File: src/rtl/reg_index_encoder_pkg.sv
// Shared constants, FSM state type and a modular-add helper for the register index encoder.
package reg_index_encoder_pkg;

    localparam int unsigned WIDTH = 32;
    localparam int unsigned IDX_W = $clog2(WIDTH);

    typedef enum logic {
        IDLE  = 1'b0,
        DRAIN = 1'b1
    } state_t;

    // (a + b) mod WIDTH, valid for a < WIDTH and b < WIDTH
    function automatic logic [IDX_W-1:0] wrap_add(input logic [IDX_W-1:0] a,
                                                  input int unsigned b);
        int unsigned s;
        s = 32'(a) + b;
        if (s >= WIDTH) begin
            s = s - WIDTH;
        end
        return IDX_W'(s);
    endfunction

endpackage

File: src/rtl/reg_index_encoder_find_first_set.sv
// Combinational search for the first set mask bit at or above i_start, wrapping WIDTH-1 -> 0.
module reg_index_encoder_find_first_set
    import reg_index_encoder_pkg::*;
(
    input  logic [WIDTH-1:0] i_mask,
    input  logic [IDX_W-1:0] i_start,
    output logic [IDX_W-1:0] o_index,
    output logic             o_found
);

    // Scan offsets from farthest to nearest so the nearest set bit wins
    always_comb begin
        o_index = '0;
        o_found = 1'b0;
        for (int unsigned k = 0; k < WIDTH; k++) begin
            if (i_mask[wrap_add(i_start, WIDTH - 1 - k)]) begin
                o_index = wrap_add(i_start, WIDTH - 1 - k);
                o_found = 1'b1;
            end
        end
    end

endmodule

File: src/rtl/reg_index_encoder.sv
// Serialises a multi-hot register mask into register indices over a valid/ready stream.
// Optional round-robin start pointer enabled by defining REG_IDX_ROUND_ROBIN_EN.
module reg_index_encoder
    import reg_index_encoder_pkg::*;
(
    input  logic             clk,
    input  logic             reset,
    input  logic             load_i,
    input  logic [WIDTH-1:0] vector_i,
    output logic [IDX_W-1:0] index_o,
    output logic             valid_o,
    input  logic             ready_i,
    output logic             busy_o,
    output logic             done_o
);

    state_t           r_state;
    state_t           w_state_nxt;
    logic [WIDTH-1:0] r_mask;
    logic [WIDTH-1:0] w_mask_nxt;
    logic [WIDTH-1:0] w_mask_left;
    logic [WIDTH-1:0] w_search_mask;
    logic [IDX_W-1:0] r_index;
    logic [IDX_W-1:0] w_index_nxt;
    logic [IDX_W-1:0] w_start;
    logic [IDX_W-1:0] w_ffs_index;
    logic             w_ffs_found;
    logic             r_valid;
    logic             w_valid_nxt;
    logic             r_busy;
    logic             w_busy_nxt;
    logic             r_done;
    logic             w_done_nxt;
    logic             w_hs;

    assign w_hs          = (r_state == DRAIN) && r_valid && ready_i;
    assign w_mask_left   = r_mask & ~(WIDTH'(1) << r_index);
    assign w_search_mask = (r_state == IDLE) ? vector_i : w_mask_left;

`ifdef REG_IDX_ROUND_ROBIN_EN
    logic [IDX_W-1:0] r_ptr;
    logic [IDX_W-1:0] w_index_inc;

    assign w_index_inc = wrap_add(r_index, 1);
    assign w_start     = w_hs ? w_index_inc : r_ptr;

    // Pointer survives loads; only reset clears it
    always_ff @(posedge clk or negedge reset) begin
        if (!reset) begin
            r_ptr <= '0;
        end else if (w_hs) begin
            r_ptr <= w_index_inc;
        end
    end
`else
    assign w_start = '0;
`endif

    reg_index_encoder_find_first_set u_ffs (
        .i_mask  (w_search_mask),
        .i_start (w_start),
        .o_index (w_ffs_index),
        .o_found (w_ffs_found)
    );

    always_ff @(posedge clk or negedge reset) begin
        if (!reset) begin
            r_state <= IDLE;
            r_mask  <= '0;
            r_index <= '0;
            r_valid <= 1'b0;
            r_busy  <= 1'b0;
            r_done  <= 1'b0;
        end else begin
            r_state <= w_state_nxt;
            r_mask  <= w_mask_nxt;
            r_index <= w_index_nxt;
            r_valid <= w_valid_nxt;
            r_busy  <= w_busy_nxt;
            r_done  <= w_done_nxt;
        end
    end

    // w_ffs_found doubles as "mask non-empty" in IDLE and "bits remain" in DRAIN
    always_comb begin
        w_state_nxt = r_state;
        w_mask_nxt  = r_mask;
        w_index_nxt = r_index;
        w_valid_nxt = r_valid;
        w_busy_nxt  = r_busy;
        w_done_nxt  = 1'b0;
        case (r_state)
            IDLE: begin
                if (load_i) begin
                    if (w_ffs_found) begin
                        w_state_nxt = DRAIN;
                        w_mask_nxt  = vector_i;
                        w_index_nxt = w_ffs_index;
                        w_valid_nxt = 1'b1;
                        w_busy_nxt  = 1'b1;
                    end else begin
                        w_done_nxt  = 1'b1;
                    end
                end
            end
            DRAIN: begin
                if (w_hs) begin
                    w_mask_nxt = w_mask_left;
                    if (w_ffs_found) begin
                        w_index_nxt = w_ffs_index;
                    end else begin
                        w_state_nxt = IDLE;
                        w_valid_nxt = 1'b0;
                        w_busy_nxt  = 1'b0;
                        w_done_nxt  = 1'b1;
                    end
                end
            end
            default: begin
                w_state_nxt = IDLE;
            end
        endcase
    end

    assign index_o = r_index;
    assign valid_o = r_valid;
    assign busy_o  = r_busy;
    assign done_o  = r_done;

endmodule

File: config.mk
export PLATFORM = sky130hd
export DESIGN_NAME = reg_index_encoder
export DESIGN_NICKNAME = d
export VERILOG_FILES = /design/src/rtl/reg_index_encoder_pkg.sv /design/src/rtl/reg_index_encoder_find_first_set.sv /design/src/rtl/reg_index_encoder.sv
export SDC_FILE = /design/constraint.sdc
export NUM_CORES = 1
export LEC_CHECK = 0
export BUFFER_PORTS_ARGS = -buffer_cell sky130_fd_sc_hd__clkbuf_2
export CAP_MARGIN = 20
export CORE_AREA = 2 2 73 75
export DETAILED_ROUTE_END_ITERATION = 7
export DIE_AREA = 0 0 75 77
export PLACE_DENSITY = 0.86
export SLEW_MARGIN = 10
export SYNTH_ARGS = -nofsm -noshare
export SYNTH_HDL_FRONTEND = slang
export SYNTH_SLANG_ARGS = --single-unit
File: constraint.sdc
create_clock -name clk -period 5.68 [get_ports clk]
set_clock_uncertainty 0.2 [all_clocks]
set_input_delay 0 -clock clk [delete_from_list [all_inputs] [get_ports clk]]
set_output_delay 0 -clock clk [all_outputs]
set_load 0.1 [all_outputs]
==> load_flow_metrics.sql, run 1 <==
INSERT INTO impl_metrics (metric_group, metric, value, unit) VALUES
('critical_path', 'setup.worst_path.end_class', 'flop', ''),
('critical_path', 'critical_path_peak_fanout', '44', ''),
('drt', 'routed_wire_length_per_instance', '19.2', 'um'),
('timing', 'max_slew_margin', '0.371', ''),
('yosys', 'post_synth_xor_area_fraction', '0', ''),
('clock_tree', 'cts.repair.resized', '0', ''),
('global_route', 'first_global_vias', '2842', ''),
('die', 'fp.dieW', '75', 'um'),
('layout', 'ratio_of_cells_with_drive_above_1_in_the_final_layout', '0.259', ''),
('layout', 'nets', '414', ''),
('timing', 'timing.final.crit_share', '0.708', ''),
('clock_tree', 'clockBufferDepth', '2', ''),
('clock_tree', 'cts_htree_levels', '2', ''),
('drt', 'routed_wl', '8620', 'um'),
('critical_path', 'cp_slowest_cell', 'dfrtp_2', ''),
('yosys', 'post_synth_main_area_contributors', 'dfrtp_1 32%, mux2_4 7.3%, o211ai_1 3.9%', ''),
('timing', 'timing.hold.ws', '-0.0351', 'ns'),
('critical_path', 'timing.critical_path.buf_inv', '2', ''),
('clock_tree', 'tritoncts', 'done', ''),
('critical_path', 'cp_data_required_time', '5.67', 'ns'),
('timing', 'worstMarginPinSlew', '0.944', 'ns'),
('outcome', 'run_status', 'finished, violations left', ''),
('yosys', 'synth_async_sr_flop_share', '1.00', ''),
('drt', 'drc', '0', ''),
('critical_path', 'r2r-start', 'r_state$_DFF_PN0_', ''),
('clock_tree', 'clkSlewWorstSetupHoldPaths', '0.09', 'ns'),
('yosys', 'combinational_family_with_the_most_area_after_synthesis', 'compound AO/OA/AOI/OAI gates', ''),
('critical_path', 'max_stage_delay', '0.88', 'ns'),
('global_route', 'wire_length_of_the_first_global_routing_pass', '14000', 'um'),
('drt', 'via_to_cell_ratio', '6.72', ''),
('power', 'leakagePower', '1.55', 'nW'),
('critical_path', 'setup.worst_path.start_class', 'flop', ''),
('yosys', 'sequential_element_share_of_the_synthesized_area', '0.324', ''),
('drt', 'routed-via-count', '3019', ''),
('global_route', 'grt.overflow.total', '0', ''),
('die', 'ios', '44', ''),
('yosys', 'ys_top_cells_by_count', '40 x dfrtp_1, 27 x nand2_1, 21 x a21oi_1, 21 x nor2_1, 16 x o211ai_1', ''),
('yosys', 'yosys_register_bits', '40', ''),
('critical_path', 'cp_data_arrival_time', '4.01', 'ns'),
('yosys', 'synth_area_leader_cell', 'dfrtp_1', ''),
('global_route', 'number_of_antenna_violations_at_the_first_check_in_global_routing', '0', ''),
('drt', 'drt-pass1-iter-count', '7', ''),
('place', 'place.gp.congestion', '0.909', ''),
('critical_path', 'worst_r2r_endpoint', 'r_state$_DFF_PN0_', ''),
('die', 'die_area', '0.00578', 'mm^2'),
('clock_tree', 'clkLatencyLatePin', '0.31', 'ns'),
('layout', 'num_antenna_cells', '0', ''),
('layout', 'fin_cells', '449', ''),
('power', 'maximum_vdd_drop', '323', 'uV'),
('critical_path', 'cp_top_family', 'simple AND/OR/NAND/NOR gates', ''),
('flow_run', 'drv_cap', '0', ''),
('yosys', 'synth_area_per_cell', '9.24', 'um^2'),
('timing', 'timing.final.max_slew_violations', '0', ''),
('yosys', 'yosys.area_share.simple', '0.198', ''),
('outcome', 'failing_checks', 'hold timing', ''),
('critical_path', 'setup.reg_to_reg.worst_slack', '1.66', 'ns'),
('yosys', 'number_of_flops_mapped_to_enable_cells_by_yosys', '0', ''),
('critical_path', 'timing.setup.critical_path_class', 'flop to flop', ''),
('timing', 'finalHoldViolations', '15', ''),
('critical_path', 'worstPathCellList', 'inv_1 > o221ai_1 > nor4bb_1 > and4_1 > nand3_1 > o21ai_0 > nand2_1 > dlygate4sd3_1', ''),
('die', 'rows', '26', ''),
('yosys', 'ys_warn_count', '0', ''),
('timing', 'setup_tns', '0', 'ns'),
('yosys', 'synth_adder_area_share', '0', ''),
('place', 'dp_hpwl', '5740', 'um'),
('timing', 'finalSetupViolCount', '0', ''),
('yosys', 'synthFlopType', 'dfrtp_1', ''),
('die', 'fp.coreArea', '0.00498', 'mm^2'),
('die', 'start_util', '0.620', ''),
('clock_tree', 'clock-sinks', '40', ''),
('drt', 'detail-route-antenna-nets', '0', '');
-- power by group --
part	leakage [nW]	switching (mW)	internal, mW
combinational	1.00	0.471	0.349
clock	0.0445	0.112	0.0989
sequential	0.507	0.161	0.375
-- flip-flops by register name, indices dropped and copies added, names as in the netlist --
signal	cells
done_o	1
index_o	5
r_state	1
r_mask	32
busy_o	1
-- kinds of logic after synthesis --
| family | count (synthesis) |
|---|---|
| muxes | 40 |
| and+or+nand+nor | 105 |
| buffers and inverters | 35 |
| AOI/OAI and AO/OA | 114 |
| DFF | 40 |
-- worst reg2reg max path: cells and delay by family (launching register included) --
family                 cells  cell delay [ns]
DFF                        1             0.88
AOI/OAI and AO/OA          2             0.68
and+or+nand+nor            4             1.08
buffers and inverters      2             1.06
-- per-layer routing --
| metal | part of all wire | wire length [um] | vias to the layer above | global-route usage |
|---|---|---|---|---|
| li1 | - | - | 1369 | - |
| met1 | 0.41 | 3540 | 1435 | 0.438 |
| met2 | 0.48 | 4110 | 197 | 0.473 |
| met3 | 0.095 | 818 | 18 | 0.0736 |
| met4 | 0.017 | 148 | 0 | 0.100 |
| met5 | 0 | 0 | - | 0 |
-- layout make-up --
class / instances / area (um^2)
well taps: 70 / 87.6
clock inverters: 1 / 7.51
flip-flops and latches: 40 / 1000
clock buffers: 7 / 86.3
fillers: 377 / 1440
repair buffers: 62 / 410
inverters: 10 / 37.5
multi-input cells: 259 / 1910
-- placed cells by master, fill, tap and decap left out, types with 3 or more instances in the layout --
master / netlist / final
nand2b_1: 8 / 8
o311ai_0: 3 / 3
a211oi_1: 4 / 4
mux2_1: 6 / 6
nand4b_1: 3 / 3
a22oi_1: 4 / 4
o221ai_1: 3 / 3
a31o_2: 3 / 3
nor2_1: 21 / 21
dfrtp_1: 40 / 39
nand3b_1: 5 / 5
inv_1: 10 / 10
mux2_4: 15 / 15
nand2_1: 27 / 27
o21ai_1: 3 / 3
a21oi_1: 21 / 21
nand3_1: 4 / 4
dlygate4sd3_1: 0 / 16
clkbuf_2: 0 / 43
nor3_1: 7 / 7
o211ai_1: 16 / 16
mux2i_1: 9 / 9
or2_2: 7 / 7
o31ai_1: 3 / 3
nor2b_1: 3 / 3
o21ai_0: 15 / 15
a31oi_1: 11 / 11
clkbuf_8: 0 / 6
o22ai_1: 5 / 5
mux2_2: 9 / 9
-- how the worst max path moves through the flow --
| stage | startpoint | end | slack, ns | cells after the start |
|---|---|---|---|---|
| 2_1_floorplan | index_o[1]$_DFFE_PN0P_ | r_mask[14]$_DFFE_PN0P_ | 2.07 | 11 |
| 3_3_place_gp | r_state$_DFF_PN0_ | r_mask[13]$_DFFE_PN0P_ | 1.92 | 7 |
| 3_5_place_dp | r_state$_DFF_PN0_ | r_mask[10]$_DFFE_PN0P_ | 1.78 | 7 |
| 4_1_cts | r_state$_DFF_PN0_ | r_state$_DFF_PN0_ | 1.77 | 8 |
| 5_1_grt | r_state$_DFF_PN0_ | r_state$_DFF_PN0_ | 1.26 | 8 |
| 6_report | r_state$_DFF_PN0_ | r_state$_DFF_PN0_ | 1.66 | 8 |
-- what timing repair did --
item / in CTS / in global routing
hold buffers: 16 / 0
hold endpoints to repair: 54 / 0
setup endpoints to repair: 0 / 0
-- through the flow --
stage | cell area, um^2 | total power [mW] | hold slack, ns | util | worst slack, ns
4_1_cts | 3520 | 1.54 | 0.0155 | 0.707 | 1.77
3_3_place_gp | 3260 | 1.31 | 0.0199 | 0.656 | 1.92
3_5_place_dp | 3260 | 1.33 | 0.0266 | 0.656 | 1.78
6_report | 3540 | 1.57 | -0.0351 | 0.711 | 1.66
2_1_floorplan | 3090 | 1.15 | -0.496 | - | 2.07
5_1_grt | 3540 | 1.65 | 0.0100 | 0.711 | 1.26
(Power assumes the default switching activity.)
==> inputs of run 2 (changes only) <==
- CORE_AREA: 2 2 73 75 -> 2 2 76 78
- DIE_AREA: 0 0 75 77 -> 0 0 78 80
- PLACE_DENSITY: 0.86 -> 0.8
- clock period: 5.68 -> 3.9 ns (I/O delays scaled with it)
==> run 2 against run 1 <==
Net effect:
- the run now ends clean
- cell count increased by 2.4%
- critical path depth unchanged
- clock power increased by 37%
- worst hold slack improved by 0.062 ns
- wire length increased by 1.1%
- die area increased by 8.1%
- via count increased by 2.2%
- non-clock buffer count increased by 9
- critical endpoint is now r_mask[13]$_DFFE_PN0P_
- largest cell class unchanged
==> load_flow_metrics.sql, run 2 (synthesized netlist as in run 1, its figures left out) <==
INSERT INTO impl_metrics (metric_group, metric, value, unit) VALUES
('outcome', 'run_status', 'completed', ''),
('place', 'dp_hpwl', '6080', 'um'),
('power', 'netSwitchingPower', '1.08', 'mW'),
('drt', 'routed-via-count', '3085', ''),
('drt', 'detail-route-antenna-nets', '0', ''),
('timing', 'unrepaired_setup_endpoints_after_global_routing', 'false', ''),
('die', 'start_util', '0.571', ''),
('power', 'power_frac_comb', '0.542', ''),
('critical_path', 'worstPathCellList', 'buf_4 > mux2i_1 > a31oi_1 > nor2_1 > nor4b_2 > a31o_2 > nand2_4 > mux2_1', ''),
('timing', 'finalHoldViolations', '0', ''),
('timing', 'max_slew_margin', '0.312', ''),
('clock_tree', 'ctsRootBufferMaster', 'clkbuf_8', ''),
('timing', 'max_clock_freq', '272', 'MHz'),
('drt', 'via_to_cell_ratio', '6.71', ''),
('clock_tree', 'clkSlewWorstSetupHoldPaths', '0.08', 'ns'),
('critical_path', 'r2r-start', 'r_state$_DFF_PN0_', ''),
('critical_path', 'cp_top_family', 'simple AND/OR/NAND/NOR gates', ''),
('timing', 'timing.final.crit_share', '0.942', ''),
('critical_path', 'timing.setup.critical_path_class', 'flop to flop', ''),
('layout', 'ratio_of_cells_with_drive_above_1_in_the_final_layout', '0.284', ''),
('critical_path', 'cp_data_arrival_time', '3.64', 'ns'),
('power', 'sequential_fraction_of_design_power', '0.332', ''),
('place', 'placement.io_buffers', '43', ''),
('clock_tree', 'clock-sinks', '40', ''),
('place', 'placement.cell_area', '0.00334', 'mm^2'),
('power', 'clock_power_share', '0.126', ''),
('global_route', 'number_of_antenna_violations_at_the_first_check_in_global_routing', '0', ''),
('critical_path', 'max_stage_delay', '0.68', 'ns'),
('timing', 'setup_tns', '0', 'ns'),
('clock_tree', 'clkLatencyLatePin', '0.29', 'ns'),
('layout', 'largest_reg_flops', '32', ''),
('die', 'die_area', '0.00624', 'mm^2'),
('layout', 'regMostFlops', 'r_mask', ''),
('power', 'leakagePower', '1.61', 'nW'),
('power', 'maximum_vdd_drop', '771', 'uV'),
('critical_path', 'worst_r2r_path_depth', '8', ''),
('timing', 'timing.final.max_slew_violations', '0', ''),
('place', 'place.gp.congestion', '0.947', ''),
('critical_path', 'setup.worst_path.start', 'r_state$_DFF_PN0_', ''),
('drt', 'routed_wire_length_per_instance', '18.9', 'um'),
('die', 'fp.dieW', '78', 'um'),
('global_route', 'globalRouteTotalUtil', '0.296', ''),
('die', 'die-height', '80', 'um'),
('drt', 'routed_wl', '8710', 'um'),
('critical_path', 'critical_path_peak_fanout', '26', ''),
('die', 'ios', '44', ''),
('die', 'rows', '27', ''),
('layout', 'num_antenna_cells', '0', ''),
('hold_path', 'worst_hold_path_type', 'input port to asynchronous set/reset pin', ''),
('clock_tree', 'cts_htree_levels', '2', ''),
('drt', 'number_of_design_rule_violations_left_by_the_first_detailed_router_iteration', '341', ''),
('critical_path', 'cp_data_required_time', '3.87', 'ns'),
('global_route', 'grt.overflow.total', '0', ''),
('drt', 'drc', '0', ''),
('die', 'fp.coreArea', '0.00541', 'mm^2'),
('global_route', 'grt_max_degree', '41', ''),
('critical_path', 'cp.depth', '8', ''),
('clock_tree', 'tritoncts', 'done', ''),
('timing', 'finalSetupViolCount', '0', ''),
('critical_path', 'timing.critical_path.buf_inv', '1', ''),
('layout', 'nets', '423', ''),
('global_route', 'wire_length_of_the_first_global_routing_pass', '14500', 'um'),
('timing', 'timing.hold.ws', '0.0266', 'ns'),
('clock_tree', 'cts_post_setup_buffers_inserted', '0', ''),
('global_route', 'first_global_vias', '2906', ''),
('critical_path', 'cp_slowest_cell', 'dfrtp_2', ''),
('clock_tree', 'clockBufferDepth', '2', ''),
('layout', 'layout_common_cells', '43 x clkbuf_2, 38 x dfrtp_1, 27 x nand2_1', ''),
('drt', 'drt-pass1-iter-count', '5', ''),
('layout', 'finish.instance_area', '0.00361', 'mm^2'),
('power', 'switching_power_share_of_the_total', '0.471', ''),
('clock_tree', 'cts_inserted_buffers', '5', ''),
('timing', 'worstMarginPinSlew', '1.03', 'ns'),
('layout', 'area_delta_synth_final', '17.1', '%'),
('flow_run', 'drv_cap', '0', ''),
('power', 'power_density', '635', 'mW/mm^2'),
('layout', 'layout.cells.most_common', 'clkbuf_2', ''),
('critical_path', 'setup.worst_path.start_class', 'flop', ''),
('critical_path', 'setup.worst_path.end_class', 'flop', ''),
('timing', 'min_period', '3.67', 'ns'),
('power', 'internal-power', '1.21', 'mW');
[run 2: worst paths after layout]
check,slack (ns),to
min in group clk,0.03,r_mask[7]$_DFFE_PN0P_
max in group asynchronous,2.97,r_mask[17]$_DFFE_PN0P_
hold / removal,0.03,r_mask[28]$_DFFE_PN0P_
setup / recovery,0.23,r_mask[13]$_DFFE_PN0P_
hold reg to reg,0.30,r_mask[10]$_DFFE_PN0P_
setup reg to reg,0.23,r_mask[13]$_DFFE_PN0P_
[run 2: final cells by class]
| cell class | instances | area, um^2 |
|---|---|---|
| Inverter | 10 | 37.5 |
| Tap cell | 72 | 90.1 |
| Multi-Input combinational cell | 259 | 1910 |
| Timing Repair Buffer | 71 | 483 |
| Clock buffer | 6 | 82.6 |
| Fill cell | 441 | 1790 |
| Clock inverter | 2 | 10.0 |
| Sequential cell | 40 | 1000 |
[run 2: worst reg2reg max path, delay by kind of cell (launching register included)]
| family | cells | cell delay, ns |
|---|---|---|
| and+or+nand+nor | 3 | 1.05 |
| muxes | 2 | 0.73 |
| DFF | 1 | 0.68 |
| AOI/OAI and AO/OA | 2 | 0.53 |
| buffers and inverters | 1 | 0.36 |
[run 2: per-layer routing]
metal | global-route usage | part of all wire | vias to the layer above
li1 | - | - | 1386
met1 | 0.409 | 0.42 | 1481
met2 | 0.474 | 0.47 | 193
met3 | 0.0600 | 0.094 | 25
met4 | 0.0789 | 0.016 | 0
met5 | 0 | 0 | -
[run 2: power groups by stage]
stage               clock network, mW  registers (mW)  logic (mW)
finish                          0.290           0.762        1.24
global route                    0.318           0.784        1.35
CTS                             0.293           0.750        1.22
detailed placement                  0           0.759        1.20
global placement                    0           0.753        1.17
floorplan                           0           0.798       0.883
[run 2: stage by stage]
stage | setup WS (ns) | util | total power, mW | cells
6_report | 0.225 | 0.669 | 2.30 | 460
5_1_grt | 0.0183 | 0.669 | 2.45 | 460
4_1_cts | 0.177 | 0.663 | 2.26 | 459
3_5_place_dp | 0.179 | 0.618 | 1.96 | 436
3_3_place_gp | 0.325 | 0.618 | 1.93 | 436
2_1_floorplan | 0.292 | - | 1.68 | 334
[run 2: repair_timing]
action                                  4_1_cts  5_1_grt
hold endpoints to repair                     53        0
resized for setup                             0        1
hold buffers                                 15        0
endpoints found under the setup margin        0       22
